--- src/rtl/alarm_trigger_if.sv ---
// Alarm trigger signal bundle: time/alarm inputs, buttons, ms tick and buzzer/snooze status.
// The master side drives the inputs; the slave (alarm_trigger) drives the status outputs.
interface alarm_trigger_if;
    logic       msTick;
    logic [4:0] curHour;
    logic [5:0] curMin;
    logic [4:0] alarmHour;
    logic [5:0] alarmMin;
    logic       alarmEn;
    logic       snoozeBtn;
    logic       stopBtn;
    logic       tobuzzer;
    logic       snoozing;
    logic [1:0] snoozeCnt;

    modport master (
        output msTick, curHour, curMin, alarmHour, alarmMin, alarmEn, snoozeBtn, stopBtn,
        input  tobuzzer, snoozing, snoozeCnt
    );

    modport slave (
        input  msTick, curHour, curMin, alarmHour, alarmMin, alarmEn, snoozeBtn, stopBtn,
        output tobuzzer, snoozing, snoozeCnt
    );
endinterface

--- src/rtl/alarm_trigger.sv ---
// Alarm sequencer: rings on a time match, supports bounded snoozes, and times out
// both snooze and ring periods with a ms/second down-stream counter pair.
//
// state   | meaning
// IDLE    | armed, waiting for a time match
// RINGING | buzzer requested, ring timeout running
// SNOOZE  | buzzer silent, snooze timer running
// DONE    | event finished, waiting for the match minute to pass
module alarm_trigger #(
    parameter int SNOOZE_S   = 540,
    parameter int RING_S     = 300,
    parameter int MAX_SNOOZE = 3
) (
    input  logic          uclock,
    input  logic          resetn,
    alarm_trigger_if.slave bus
);
    typedef enum logic [1:0] {
        IDLE    = 2'd0,
        RINGING = 2'd1,
        SNOOZE  = 2'd2,
        DONE    = 2'd3
    } state_t;

    localparam logic [9:0] MS_LAST     = 10'd999;
    localparam logic [9:0] SEC_MAX     = 10'd1023;
    localparam logic [9:0] SNOOZE_LAST = 10'(SNOOZE_S - 1);
    localparam logic [9:0] RING_LAST   = 10'(RING_S - 1);
    localparam logic [1:0] SNOOZE_LIM  = 2'(MAX_SNOOZE);

    state_t     state, state_nxt;
    logic [1:0] snooze_cnt, snooze_cnt_nxt;
    logic [9:0] ms_cnt, sec_cnt;
    logic       snooze_hist, stop_hist;
    logic       buzz_q, snoozing_q;
    logic       match, snooze_press, stop_press;
    logic       sec_wrap, ring_expired, snooze_expired;
    logic       timed_nxt, entering;

    assign match          = bus.alarmEn && (bus.curHour == bus.alarmHour) && (bus.curMin == bus.alarmMin);
    assign snooze_press   = bus.snoozeBtn && !snooze_hist;
    assign stop_press     = bus.stopBtn && !stop_hist;
    assign sec_wrap       = bus.msTick && (ms_cnt == MS_LAST);
    assign ring_expired   = sec_wrap && (sec_cnt == RING_LAST);
    assign snooze_expired = sec_wrap && (sec_cnt == SNOOZE_LAST);

    // Stop beats snooze and timer expiry; a snooze press beats a coincident ring timeout.
    always_comb begin
        state_nxt      = state;
        snooze_cnt_nxt = snooze_cnt;
        if (!bus.alarmEn) begin
            state_nxt = IDLE;
        end else begin
            case (state)
                IDLE: begin
                    if (match) begin
                        state_nxt      = RINGING;
                        snooze_cnt_nxt = 2'd0;
                    end
                end
                RINGING: begin
                    if (stop_press) begin
                        state_nxt = DONE;
                    end else if (snooze_press && (snooze_cnt < SNOOZE_LIM)) begin
                        state_nxt      = SNOOZE;
                        snooze_cnt_nxt = snooze_cnt + 2'd1;
                    end else if (ring_expired) begin
                        state_nxt = DONE;
                    end
                end
                SNOOZE: begin
                    if (stop_press) begin
                        state_nxt = DONE;
                    end else if (snooze_expired) begin
                        state_nxt = RINGING;
                    end
                end
                DONE: begin
                    if (!match) begin
                        state_nxt = IDLE;
                    end
                end
                default: state_nxt = IDLE;
            endcase
        end
    end

    assign timed_nxt = (state_nxt == RINGING) || (state_nxt == SNOOZE);
    assign entering  = timed_nxt && (state_nxt != state);

    always_ff @(posedge uclock or negedge resetn) begin
        if (!resetn) begin
            state       <= IDLE;
            snooze_cnt  <= 2'd0;
            buzz_q      <= 1'b0;
            snoozing_q  <= 1'b0;
            snooze_hist <= 1'b1;
            stop_hist   <= 1'b1;
        end else begin
            state       <= state_nxt;
            snooze_cnt  <= snooze_cnt_nxt;
            buzz_q      <= (state_nxt == RINGING);
            snoozing_q  <= (state_nxt == SNOOZE);
            snooze_hist <= bus.snoozeBtn;
            stop_hist   <= bus.stopBtn;
        end
    end

    always_ff @(posedge uclock or negedge resetn) begin
        if (!resetn) begin
            ms_cnt  <= 10'd0;
            sec_cnt <= 10'd0;
        end else if (entering || !timed_nxt) begin
            ms_cnt  <= 10'd0;
            sec_cnt <= 10'd0;
        end else if (bus.msTick) begin
            if (ms_cnt == MS_LAST) begin
                ms_cnt <= 10'd0;
                if (sec_cnt != SEC_MAX) begin
                    sec_cnt <= sec_cnt + 10'd1;
                end
            end else begin
                ms_cnt <= ms_cnt + 10'd1;
            end
        end
    end

    assign bus.tobuzzer  = buzz_q;
    assign bus.snoozing  = snoozing_q;
    assign bus.snoozeCnt = snooze_cnt;
endmodule

--- src/flat_wrapper.sv ---
// flat-port wrapper written by rule: the top's interface ports become plain ports
module alarm_trigger_flat 
#(
    parameter int SNOOZE_S   = 540,
    parameter int RING_S     = 300,
    parameter int MAX_SNOOZE = 3
)
  (uclock, resetn, bus_msTick, bus_curHour, bus_curMin, bus_alarmHour, bus_alarmMin, bus_alarmEn, bus_snoozeBtn, bus_stopBtn, bus_tobuzzer, bus_snoozing, bus_snoozeCnt);
  alarm_trigger_if bus_i ();
  input  logic uclock;
  input  logic resetn;
  input wire logic [$bits(bus_i.msTick)-1:0] bus_msTick;
  input wire logic [$bits(bus_i.curHour)-1:0] bus_curHour;
  input wire logic [$bits(bus_i.curMin)-1:0] bus_curMin;
  input wire logic [$bits(bus_i.alarmHour)-1:0] bus_alarmHour;
  input wire logic [$bits(bus_i.alarmMin)-1:0] bus_alarmMin;
  input wire logic [$bits(bus_i.alarmEn)-1:0] bus_alarmEn;
  input wire logic [$bits(bus_i.snoozeBtn)-1:0] bus_snoozeBtn;
  input wire logic [$bits(bus_i.stopBtn)-1:0] bus_stopBtn;
  output wire logic [$bits(bus_i.tobuzzer)-1:0] bus_tobuzzer;
  output wire logic [$bits(bus_i.snoozing)-1:0] bus_snoozing;
  output wire logic [$bits(bus_i.snoozeCnt)-1:0] bus_snoozeCnt;
  assign bus_i.msTick = bus_msTick;
  assign bus_i.curHour = bus_curHour;
  assign bus_i.curMin = bus_curMin;
  assign bus_i.alarmHour = bus_alarmHour;
  assign bus_i.alarmMin = bus_alarmMin;
  assign bus_i.alarmEn = bus_alarmEn;
  assign bus_i.snoozeBtn = bus_snoozeBtn;
  assign bus_i.stopBtn = bus_stopBtn;
  assign bus_tobuzzer = bus_i.tobuzzer;
  assign bus_snoozing = bus_i.snoozing;
  assign bus_snoozeCnt = bus_i.snoozeCnt;
  alarm_trigger #(.SNOOZE_S(SNOOZE_S), .RING_S(RING_S), .MAX_SNOOZE(MAX_SNOOZE)) u_core (.uclock(uclock), .resetn(resetn), .bus(bus_i));
endmodule
--- config.mk ---
export PLATFORM = sky130hd
export DESIGN_NAME = alarm_trigger_flat
export DESIGN_NICKNAME = d
export VERILOG_FILES = /design/src/rtl/alarm_trigger_if.sv /design/src/rtl/alarm_trigger.sv /design/src/flat_wrapper.sv
export SDC_FILE = /design/constraint.sdc
export NUM_CORES = 1
export LEC_CHECK = 0
export CAP_MARGIN = 20
export CORE_MARGIN = 10
export CORE_UTILIZATION = 53
export DETAILED_ROUTE_END_ITERATION = 8
export PLACE_DENSITY = 0.79
export SETUP_SLACK_MARGIN = 0.3
export SLEW_MARGIN = 20
export SYNTH_ARGS = -nofsm -noshare
export SYNTH_HDL_FRONTEND = slang
export SYNTH_SLANG_ARGS = --single-unit
--- constraint.sdc ---
create_clock -name uclock -period 3.4 [get_ports uclock]
set_input_delay 0.68 -clock uclock [delete_from_list [all_inputs] [get_ports uclock]]
set_output_delay 0.68 -clock uclock [all_outputs]
set_load 0.01 [all_outputs]
## Yosys cells after proc, flatten, opt, wreduce, memory -nomap -nowiden

Cells that the tools add are included.

- Output and inout bits: 4
- Input port bits: 28
- Bits in registers: 28

- Reductions and logical operators: 21
- $lt $le $gt $ge: 1
- Equal/unequal tests: 15
- Muxes and demuxes: 20
- $add $sub $neg: 3

Operators by type and width:

| operator | count |
|---|---|
| $mux W10 | 7 |
| $mux W2 | 11 |
| $add A10 B1 Y10 const B | 2 |
| $eq A10 B10 Y1 const B | 2 |
| $eq A10 B9 Y1 const B | 1 |
| $ne A10 B10 Y1 const B | 1 |
| $logic_and A1 B1 Y1 | 9 |
| $pmux W2 S4 | 1 |
| $reduce_bool A2 Y1 | 4 |
| $eq A2 B2 Y1 const B | 3 |
| $eq A6 B6 Y1 | 1 |
| $eq A5 B5 Y1 | 1 |
| $reduce_and A5 Y1 | 1 |
| $eq A2 B1 Y1 const B | 2 |
| $ne A2 B1 Y1 const B | 2 |
| $pmux W2 S2 | 1 |
| $logic_not A1 Y1 | 3 |
| $reduce_and A3 Y1 | 1 |
| $add A2 B1 Y2 const B | 1 |
| $logic_not A2 Y1 | 1 |
| $logic_or A1 B1 Y1 | 2 |
| $lt A2 B2 Y1 const B | 1 |
| $ne A2 B2 Y1 | 1 |
| $ne A2 B2 Y1 const B | 1 |

## Depth between registers and ports, before layout

Gate-level depths: netlist of run 1.

- Word-level depth: 14
- Mapped depth: 12

## Worst setup path after synthesis of run 1

Ideal clock, no wire load.

- Path type: input-to-reg
- Start point: input bus_alarmMin[4]
- End point: register u_core.ms_cnt[5]
- Data arrival time: 2.670 ns
- Setup slack: 0.649 ns
- Buffers on the path: 1
- Cell stages on the path: 10
- Setup time: 0.080 ns
- Cells stage by stage: xor2_1 -> nor4b_1 -> nand3_1 -> o41ai_1 -> o2111ai_1 -> ha_1 -> a211oi_2 -> nand3_2 -> buf_6 -> nor3_2

- Cells in the longest elaborated chain, start to end: 10

Ends and longest elaborated chain:

| what | line | source |
|---|---|---|
| from (decl) | flat_wrapper.sv:16 | `input wire logic [$bits(bus_i.alarmMin)-1:0] bus_alarmMin;` |
| $eq A6 B6 Y1 (*) | alarm_trigger.sv:40 | `assign match = bus.alarmEn && (bus.curHour == bus.alarmHour) && (bus.curMin == bus.alarmMin);` |
| $logic_and A1 B1 Y1 (*) | alarm_trigger.sv:40 |  |
| $mux W2 (on tied branches) | alarm_trigger.sv:79, alarm_trigger.sv:56 |  |
| $pmux W2 S4 (*) | alarm_trigger.sv:54 | `case (state)` |
| $mux W2 (*) | alarm_trigger.sv:51 | `if (!bus.alarmEn) begin` |
| $eq A2 B1 Y1 / $eq A2 B2 Y1 (equally long branches) | alarm_trigger.sv:88 | `assign timed_nxt = (state_nxt == RINGING) \|\| (state_nxt == SNOOZE);` |
| $logic_or A1 B1 Y1 | alarm_trigger.sv:88 |  |
| $logic_and A1 B1 Y1 / $logic_not A1 Y1 (equally long branches) | alarm_trigger.sv:89, alarm_trigger.sv:113 |  |
| $logic_or A1 B1 Y1 (*) | alarm_trigger.sv:113 | `end else if (entering \|\| !timed_nxt) begin` |
| $mux W10 / $reduce_bool A2 Y1 (equally long branches) | -- |  |
| to (signal assigned) | alarm_trigger.sv:123 | `ms_cnt <= ms_cnt + 10'd1;` |
| to (decl) | alarm_trigger.sv:33 | `logic [9:0] ms_cnt, sec_cnt;` |

Every way passes the cells marked *; elsewhere a longest branch is shown, timed or not.
A chain may end at the register's enable or synchronous reset.

## Worst setup path in the final report of run 1

- Start point: input bus_alarmMin[3]
- End point: register u_core.ms_cnt[7]

The elaborated chain is that of the path after synthesis.

==> results by group, run 1 <==
STA
  – Number of pins with negative max-slew slack in the final report: 0
  – Count of endpoints failing hold in the final timing report: 0
  – Post-Route Skew: 0.0113 ns
  – Worst Slack Setup Final: 0.309 ns
  – Setup tns final: 0 ns
  – Fin crit share: between 90% and 100%
  – # setup viols final: 0
  – Setup repair after global routing missed its margin: false
  – Transition time of the tightest slew-check pin: roughly 0.55 ns
  – Max Clk Rate: around 320 MHz
  – Min Tclk post-route: around 3 ns
  – Worst max-slew margin expressed relative to the limit: between 60 and 70%

Logic synthesis
  – Cell area after synthesis: roughly 1900 um^2
  – Synthesized area per cell: 9.96 um^2
  – Yosys synthesis warning count: 0
  – Commonest register cell after synthesis: dfrtp_1
  – Async set-reset flop share out of synthesis: 100%
  – Part of the Yosys area used for sequential elements: 36.2%
  – Post-synthesis register bit count: 28
  – Gate count of the mapped netlist: approximately 200
  – Number of synthesized flops with an enable pin: 0
  – Post-Synthesis Net Count: roughly 230
  – Count of unique library cells instantiated by Yosys: slightly below 50

Routing
  – Drt pass-1 iters: 4
  – Routed Antenna Nets: 0
  – Number of design-rule violations left by the first detailed-router iteration: between 200 and 250
  – DRC violation count after routing: 0
  – Mean routed wirelength per cell: 19.1 um
  – Total wire length after detailed routing: around 5400 um
  – DR vias: 1,684
  – Ratio of routed vias to standard cells: approximately 6

Global route
  – Antenna violations before repair: 0
  – Global-route wire length before repair: just over 7000 um
  – Largest net degree at the start of global routing: 29
  – Remaining global-route overflow: 0
  – Via count of the first global-routing pass: 1,550
  – Tot GR Track Use: about an eighth

Power
  – Pwr/cell area: about 280 nW/um^2
  – Overall power consumption: 0.723 mW
  – Maximum resistive drop on vdd: 0.229 mV
  – Relative contribution of sequential cells to total power: a little under half
  – Clock network power share: between 30% and 40%
  – Combinational group share of total power: between 10% and 20%
  – Sw power: roughly 0.17 mW
  – Internal power of the cells: about 0.55 mW
  – Leakage power total: between 1 and 1.5 nW
  – Switching share of power: 23.6%

Floorplan
  – Die Y: 80.6 um
  – Top Ports: 32
  – Placeable core region: roughly 3400 um^2
  – Width of the die: 80.6 um
  – Initial Utilization: between 50% and 60%
  – Total Die Area: between 6000 and 7000 um^2
  – Cell row count: 21

Place
  – Pre-CTS setup slack: -0.0809 ns
  – Number of port buffers: 31
  – Final GP Congestion: approximately 0.9
  – HPWL Detailed: around 3300 um

Clocking
  – Source-to-sink clock delay at the later pin of the worst-skew pair: about 0.29 ns
  – TritonCTS Buffers: 3
  – Post-CTS clock slew at the launch and capture registers of the worst setup and hold paths: 0.10 ns
  – CTS tree: built
  – CTS Hold Buffers Added: 0
  – Bufs on Longest Clock Path: 2
  – Number of clock sinks: 28
  – Clock root buffer: clkbuf_8
  – H-tree Lvls: 1

Worst hold path
  – Number of cells on the worst hold path: 2
  – Hold worst-path end: u_core.sec_cnt[1]$_DFFE_PN0P_
  – Hold wc startpoint: u_core.sec_cnt[1]$_DFFE_PN0P_
  – Hold Path Class: reg -> reg

Cells and area
  – Fillcell total: 224
  – Fin nets: 269
  – Share of the core filled with cells in the final layout: 75.8%
  – Number of diodes: 0
  – Area added between synthesis and finish: 34.2%
  – Share of cells above drive strength 1: between 20 and 30%

Run status
  – Run status: finished, final reports clean

Worst setup path
  – Critical path startpoint category: primary input
  – Reg2Reg Depth: 12
  – Setup Crit Path Kind: in -> reg
  – Nature of the critical path endpoint: register
  – Data arrival time of the critical path: 3.30 ns
  – Reg2reg start: u_core.ms_cnt[0]$_DFFE_PN0P_
  – Flop-to-flop setup slack: between 0.4 and 0.5 ns
  – Endpoint of the most critical register-to-register path: u_core.ms_cnt[7]$_DFFE_PN0P_
  – Top fanout value on the critical path: 5
  – CP required: 3.60 ns

Job
  – Reported max-cap violation count: 0
==> layout make-up <==
cell class | count | area, um^2 | area share, %
Clock buffer | 3 | 41.3 | 1.58
Clock inverter | 1 | 30.0 | 1.15
Inverter | 3 | 11.3 | 0.432
Multi-Input combinational cell | 158 | 1290 | 49.3
Sequential cell | 28 | 703 | 27.0
Tap cell | 46 | 57.6 | 2.21
Timing Repair Buffer | 42 | 478 | 18.3
==> worst max-delay path, cell delays in order <==
cell             delay [ns]
clkdlybuf4s50_1        0.41
xor2_1                 0.17
nor2_2                 0.21
nand3_1                0.15
o41ai_2                0.39
o2111ai_1              0.18
ha_1                   0.32
a211oi_2               0.24
nand3_2                0.20
buf_12                 0.19
nor3_2                 0.15
==> Yosys cell counts (2+ instances only) <==
| library cell | count | area [um^2] |
|---|---|---|
| nand4_1 | 7 | 43.8 |
| xor2_1 | 21 | 184 |
| buf_6 | 3 | 33.8 |
| a21oi_1 | 5 | 25.0 |
| nand4b_4 | 2 | 47.6 |
| nand3_1 | 11 | 55.1 |
| dfrtp_1 | 26 | 651 |
| o31a_1 | 2 | 17.5 |
| and2_1 | 2 | 12.5 |
| a21oi_2 | 3 | 26.3 |
| nand2b_1 | 3 | 18.8 |
| ha_1 | 5 | 62.6 |
| clkbuf_8 | 2 | 27.5 |
| nor3_1 | 3 | 15.0 |
| nand2_1 | 19 | 71.3 |
| inv_1 | 2 | 7.51 |
| nor2_2 | 13 | 81.3 |
| nand3b_1 | 2 | 15.0 |
| nor3_2 | 5 | 50.1 |
| nor2_1 | 10 | 37.5 |
| and3_1 | 6 | 37.5 |
| nor4_1 | 4 | 25.0 |
| mux2i_1 | 2 | 20.0 |
| o21ai_0 | 4 | 20.0 |
| nor4b_1 | 3 | 26.3 |
| xnor2_1 | 6 | 52.6 |
| dfstp_2 | 2 | 52.6 |
==> state kept, by name, summed over array words and instances, names as in the netlist <==
register	cells
u_core.ms_cnt	10
u_core.sec_cnt	10
u_core.bus.snoozeCnt	2
u_core.state	2
u_core.bus.snoozing	1
u_core.bus.tobuzzer	1
u_core.snooze_hist	1
u_core.stop_hist	1
==> cells in the final DEF, fill, tap and decap left out, types with 2 or more instances in the layout <==
cell / synthesis / final
nor4_2: 0 / 2
a21oi_1: 5 / 4
inv_1: 2 / 2
ha_1: 5 / 5
nor4b_4: 0 / 2
clkbuf_8: 2 / 3
dlymetal6s2s_1: 0 / 15
nor4_1: 4 / 2
mux2i_1: 2 / 2
o31a_1: 2 / 2
nand4b_4: 2 / 2
nor2_2: 13 / 14
dfstp_2: 2 / 2
clkdlybuf4s50_1: 0 / 16
xor2_1: 21 / 14
nand3_1: 11 / 10
xor2_2: 0 / 7
clkbuf_16: 0 / 2
dfrtp_1: 26 / 26
nor3_2: 5 / 5
a21oi_2: 3 / 4
nand2_1: 19 / 19
nand3_2: 1 / 2
nor3_1: 3 / 3
nand2b_1: 3 / 3
and2_1: 2 / 2
nor2_1: 10 / 9
o21ai_0: 4 / 4
xnor2_1: 6 / 5
buf_4: 1 / 8
nand3b_1: 2 / 2
and3_1: 6 / 6
nand4_1: 7 / 7
==> power by group through the flow <==
| stage | clock network, mW | logic [mW] | registers, mW |
|---|---|---|---|
| after floorplan | 0 | 0.0324 | 0.349 |
| after global placement | 0 | 0.0874 | 0.348 |
| after detailed placement | 0 | 0.0897 | 0.349 |
| after CTS | 0.269 | 0.0917 | 0.342 |
| after global routing | 0.287 | 0.117 | 0.343 |
| final | 0.271 | 0.109 | 0.342 |
==> what timing repair did <==
action	4_1_cts	5_1_grt
gates cloned	0	2
setup buffers	0	2
endpoints found under the setup margin	9	20
resized for setup	1	33
hold endpoints to repair	0	0
pin swaps	0	13
==> metal layers <==
layer / up-vias / global-route usage [%] / routed length, um / part of all wire (%)
li1: 776 / - / - / -
met1: 839 / 16.1 / 2170 / 40
met2: 58 / 23.1 / 2840 / 53
met3: 11 / 1.89 / 268 / 5.0
met4: 0 / 3.87 / 85 / 1.6
met5: - / 0 / 0 / 0
==> stage by stage <==
stage	hold slack, ns	std cells	area [um^2]
detailed placement	0.545	273	2310
global route	0.591	281	2610
floorplan	0.384	195	1940
CTS	0.571	277	2380
global placement	0.530	273	2310
finish	0.561	281	2610
==> cells by family after synthesis <==
| group | Yosys count | synth area share (%) |
|---|---|---|
| buffers and inverters | 9 | 4.12 |
| AOI/OAI and AO/OA | 24 | 9.92 |
| and+or+nand+nor | 100 | 33.4 |
| muxes | 2 | 1.03 |
| xor gates and xnor gates | 27 | 12.2 |
| adders and majority gates | 5 | 3.22 |
| DFF | 28 | 36.2 |
==> worst max path at each step <==
stage	start	endpoint	slack [ns]	depth (start not counted)
final	bus_alarmMin[3]	u_core.ms_cnt[7]$_DFFE_PN0P_	0.31	11
after global routing	bus_alarmMin[5]	u_core.ms_cnt[9]$_DFFE_PN0P_	0.21	11
after CTS	bus_alarmHour[1]	u_core.ms_cnt[9]$_DFFE_PN0P_	0.30	11
after detailed placement	bus_alarmMin[4]	u_core.ms_cnt[9]$_DFFE_PN0P_	-0.08	11
after global placement	bus_alarmMin[4]	u_core.ms_cnt[5]$_DFFE_PN0P_	0.11	11
after floorplan	bus_alarmMin[4]	u_core.ms_cnt[5]$_DFFE_PN0P_	0.65	10
Note: power is estimated with default switching activity, not from simulation.
==> inputs of run 2 (changes only) <==
--- a/constraint.sdc
+++ b/constraint.sdc
@@ -3,2 +3,2 @@
 set_output_delay 0.68 -clock uclock [all_outputs]
-set_load 0.01 [all_outputs]
+set_load 0.005 [all_outputs]
==> results of run 2 <==
Same layout as run 1 (identical final DEF). Status: finished, final reports clean.
Main changes from that run: total power 0.723 mW -> 0.721 mW
==> inputs of run 3 (changes only) <==
Settings changed: CORE_UTILIZATION 53 to 25, PLACE_DENSITY 0.79 to not set.
==> results by group, run 3 (synthesis gave the netlist of run 1 again) <==
Run status
  – Run status: finished, final reports clean (unchanged)

Power
  – Internal power of the cells: 0.547 mW (was 0.552 mW)
  – Leakage power total: 0.989 nW (was 1.19 nW)
  – Pwr/cell area: 283 nW/um^2 (was 277 nW/um^2)
  – Sw power: 0.153 mW (was 0.169 mW)
  – Maximum resistive drop on vdd: 0.194 mV (was 0.229 mV)
  – Switching share of power: 21.8% (was 23.4%)
  – Overall power consumption: 0.700 mW (was 0.721 mW)
  – Clock network power share: 38.2% (was 37.6%)
  – Relative contribution of sequential cells to total power: 48.9% (was 47.5%)
  – Combinational group share of total power: 12.9% (was 14.9%)

Floorplan
  – Die Y: 108 um (was 80.6 um)
  – Width of the die: 108 um (was 80.6 um)
  – Cell row count: 32 (was 21)
  – Initial Utilization: 25.4% (was 56.5%)
  – Top Ports: 32 (unchanged)
  – Placeable core region: 7650 um^2 (was 3440 um^2)
  – Total Die Area: 11,700 um^2 (was 6490 um^2)

STA
  – Setup repair after global routing missed its margin: false (unchanged)
  – # setup viols final: 0 (unchanged)
  – Number of pins with negative max-slew slack in the final report: 0 (unchanged)
  – Max Clk Rate: 342 MHz (was 324 MHz)
  – Worst Slack Setup Final: 0.480 ns (was 0.309 ns)
  – Fin crit share: 85.9% (was 90.9%)
  – Post-Route Skew: 0.00961 ns (was 0.0113 ns)
  – Count of endpoints failing hold in the final timing report: 0 (unchanged)
  – Min Tclk post-route: 2.92 ns (was 3.09 ns)
  – Worst max-slew margin expressed relative to the limit: 67.5% (was 63.4%)
  – Transition time of the tightest slew-check pin: 0.487 ns (was 0.549 ns)
  – Setup tns final: 0 ns (unchanged)

Cells and area
  – Final standard cell count with taps included and fillers excluded: 334 (was 281)
  – Area added between synthesis and finish: 27.4% (was 34.2%)
  – Commonest cells after routing, fill and taps aside: 31 x clkdlybuf4s50_1, 26 x dfrtp_1, 21 x xor2_1 (was 26 x dfrtp_1, 19 x nand2_1, 16 x clkdlybuf4s50_1)
  – Most common cell after layout, fill and taps aside: clkdlybuf4s50_1 (was dfrtp_1)
  – Fin nets: 266 (was 269)
  – Number of diodes: 0 (unchanged)
  – Design Area, Final: 2480 um^2 (was 2610 um^2)
  – Registers with the most flip-flops: u_core.ms_cnt: 10 flops, u_core.sec_cnt: 10 flops (unchanged)
  – Share of cells above drive strength 1: 22.0% (was 28.9%)

Global route
  – Global-route wire length before repair: 7180 um (was 7040 um)
  – Tot GR Track Use: 7.29% (was 13.2%)
  – Largest net degree at the start of global routing: 29 (unchanged)
  – Antenna violations before repair: 0 (unchanged)
  – Remaining global-route overflow: 0 (unchanged)
  – Via count of the first global-routing pass: 1,485 (was 1,550)

Worst setup path
  – Critical path startpoint category: primary input (unchanged)
  – Setup Crit Path Kind: in -> reg (unchanged)
  – Cell-by-cell trace of the critical path: clkdlybuf4s50_1 -> xor2_1 -> nor4b_2 -> nand3_1 -> o41ai_2 -> o2111ai_1 -> ha_1 -> a211oi_2 -> nand3_2 -> buf_12 -> nor3_2 (was clkdlybuf4s50_1 -> xor2_1 -> nor2_2 -> nand3_1 -> o41ai_2 -> o2111ai_1 -> ha_1 -> a211oi_2 -> nand3_2 -> buf_12 -> nor3_2)
  – CP required: 3.61 ns (was 3.60 ns)
  – Crit path buf inv count: 2 (unchanged)
  – Cell family contributing the most delay on the critical path: simple AND/OR/NAND/NOR gates (was compound AO/OA/AOI/OAI gates)
  – Nature of the critical path endpoint: register (unchanged)
  – Top fanout value on the critical path: 20 (was 5)
  – Data arrival time of the critical path: 3.13 ns (was 3.30 ns)
  – Worst-path cell with the longest stage delay: clkdlybuf4s50_1 (unchanged)
  – Delay of the slowest cell on the worst path: 0.42 ns (was 0.41 ns)

Clocking
  – TritonCTS Buffers: 3 (unchanged)
  – Post-CTS clock slew at the launch and capture registers of the worst setup and hold paths: 0.10 ns (about the same)
  – Setup fix buffers added after clock tree synthesis: 0 (unchanged)
  – CTS tree: built (unchanged)
  – Clock root buffer: clkbuf_8 (unchanged)
  – Source-to-sink clock delay at the later pin of the worst-skew pair: 0.28 ns (was 0.29 ns)
  – Bufs on Longest Clock Path: 2 (unchanged)
  – Number of clock sinks: 28 (unchanged)
  – H-tree Lvls: 1 (unchanged)
  – CTS Hold Buffers Added: 0 (unchanged)
  – Number of gates resized after CTS: 1 (unchanged)

Place
  – HPWL Detailed: 3230 um (was 3270 um)
  – Final GP Congestion: 0.792 (was 0.903)
  – Number of port buffers: 31 (unchanged)
  – Placed cell count: 330 (was 273)
  – Pre-CTS setup slack: -0.0285 ns (was -0.0809 ns)
  – Post-place instance area: 2380 um^2 (was 2310 um^2)

Routing
  – Total wire length after detailed routing: 4230 um (was 5360 um)
  – Ratio of routed vias to standard cells: 4.58 (was 5.99)
  – Mean routed wirelength per cell: 12.7 um (was 19.1 um)
  – Number of design-rule violations left by the first detailed-router iteration: 115 (was 237)
  – DRC violation count after routing: 0 (unchanged)
  – Routed Antenna Nets: 0 (unchanged)
  – Drt pass-1 iters: 4 (unchanged)
  – DR vias: 1,529 (was 1,684)

Job
  – Reported max-cap violation count: 0 (unchanged)

Worst hold path
  – Hold Path Class: reg -> reg (unchanged)
-- run 3: cell count changes in the layout (fill, tap and decap cells not counted), sizes merged --
cell,previous run,this run
buf,9,8
dlymetal6s2s,15,0
clkbuf,5,3
clkdlybuf4s50,16,31
-- run 3: worst paths after layout --
kind	from	end	slack [ns]	depth (start not counted)
max in group asynchronous	resetn	u_core.snooze_hist$_DFF_PN1_	2.30	2
min reg2reg	u_core.sec_cnt[1]$_DFFE_PN0P_	u_core.sec_cnt[1]$_DFFE_PN0P_	0.56	2
min	u_core.sec_cnt[1]$_DFFE_PN0P_	u_core.sec_cnt[1]$_DFFE_PN0P_	0.56	2
min in group asynchronous	resetn	u_core.bus.tobuzzer$_DFF_PN0_	0.78	2
max	bus_alarmMin[4]	u_core.ms_cnt[5]$_DFFE_PN0P_	0.48	11
max reg2reg	u_core.ms_cnt[0]$_DFFE_PN0P_	u_core.ms_cnt[5]$_DFFE_PN0P_	0.71	13
-- run 3: stage by stage --
stage,hold slack [ns],utilization (%)
floorplan,0.384,-
global placement,0.534,31.2
detailed placement,0.544,31.2
CTS,0.567,32.2
global route,0.593,32.4
finish,0.557,32.4
-- run 3: worst reg2reg max path, delay by kind of cell, from the launching register on --
kind | cells | cell delay, ns
and+or+nand+nor | 6 | 0.88
adders and majority gates | 2 | 0.55
AOI/OAI and AO/OA | 3 | 0.43
DFF | 1 | 0.40
buffers and inverters | 2 | 0.35
-- run 3: power by group through the flow --
| stage | sequential (mW) | clock (mW) | combinational, mW |
|---|---|---|---|
| detailed placement | 0.349 | 0 | 0.0891 |
| floorplan | 0.348 | 0 | 0.0325 |
| CTS | 0.342 | 0.277 | 0.0903 |
| global route | 0.343 | 0.291 | 0.101 |
| finish | 0.342 | 0.267 | 0.0903 |
| global placement | 0.348 | 0 | 0.0880 |
-- run 3: layer usage --
metal,track usage (%),vias to the layer above,share of wire (%),wire length [um]
li1,-,773,-,-
met1,9.65,726,46,1940
met2,12.0,26,50,2110
met3,1.78,4,3.9,166
met4,0.954,0,0.40,17
met5,0,-,0,0
-- run 3: final cells by class --
type                    instances  area [um^2]
multi-input cells             158         1180
flip-flops and latches         28          703
clock buffers                   3         41.3
clock inverters                 1         30.0
repair buffers                 39          383
fillers                       783         5170
well taps                     102          128
inverters                       3         11.3
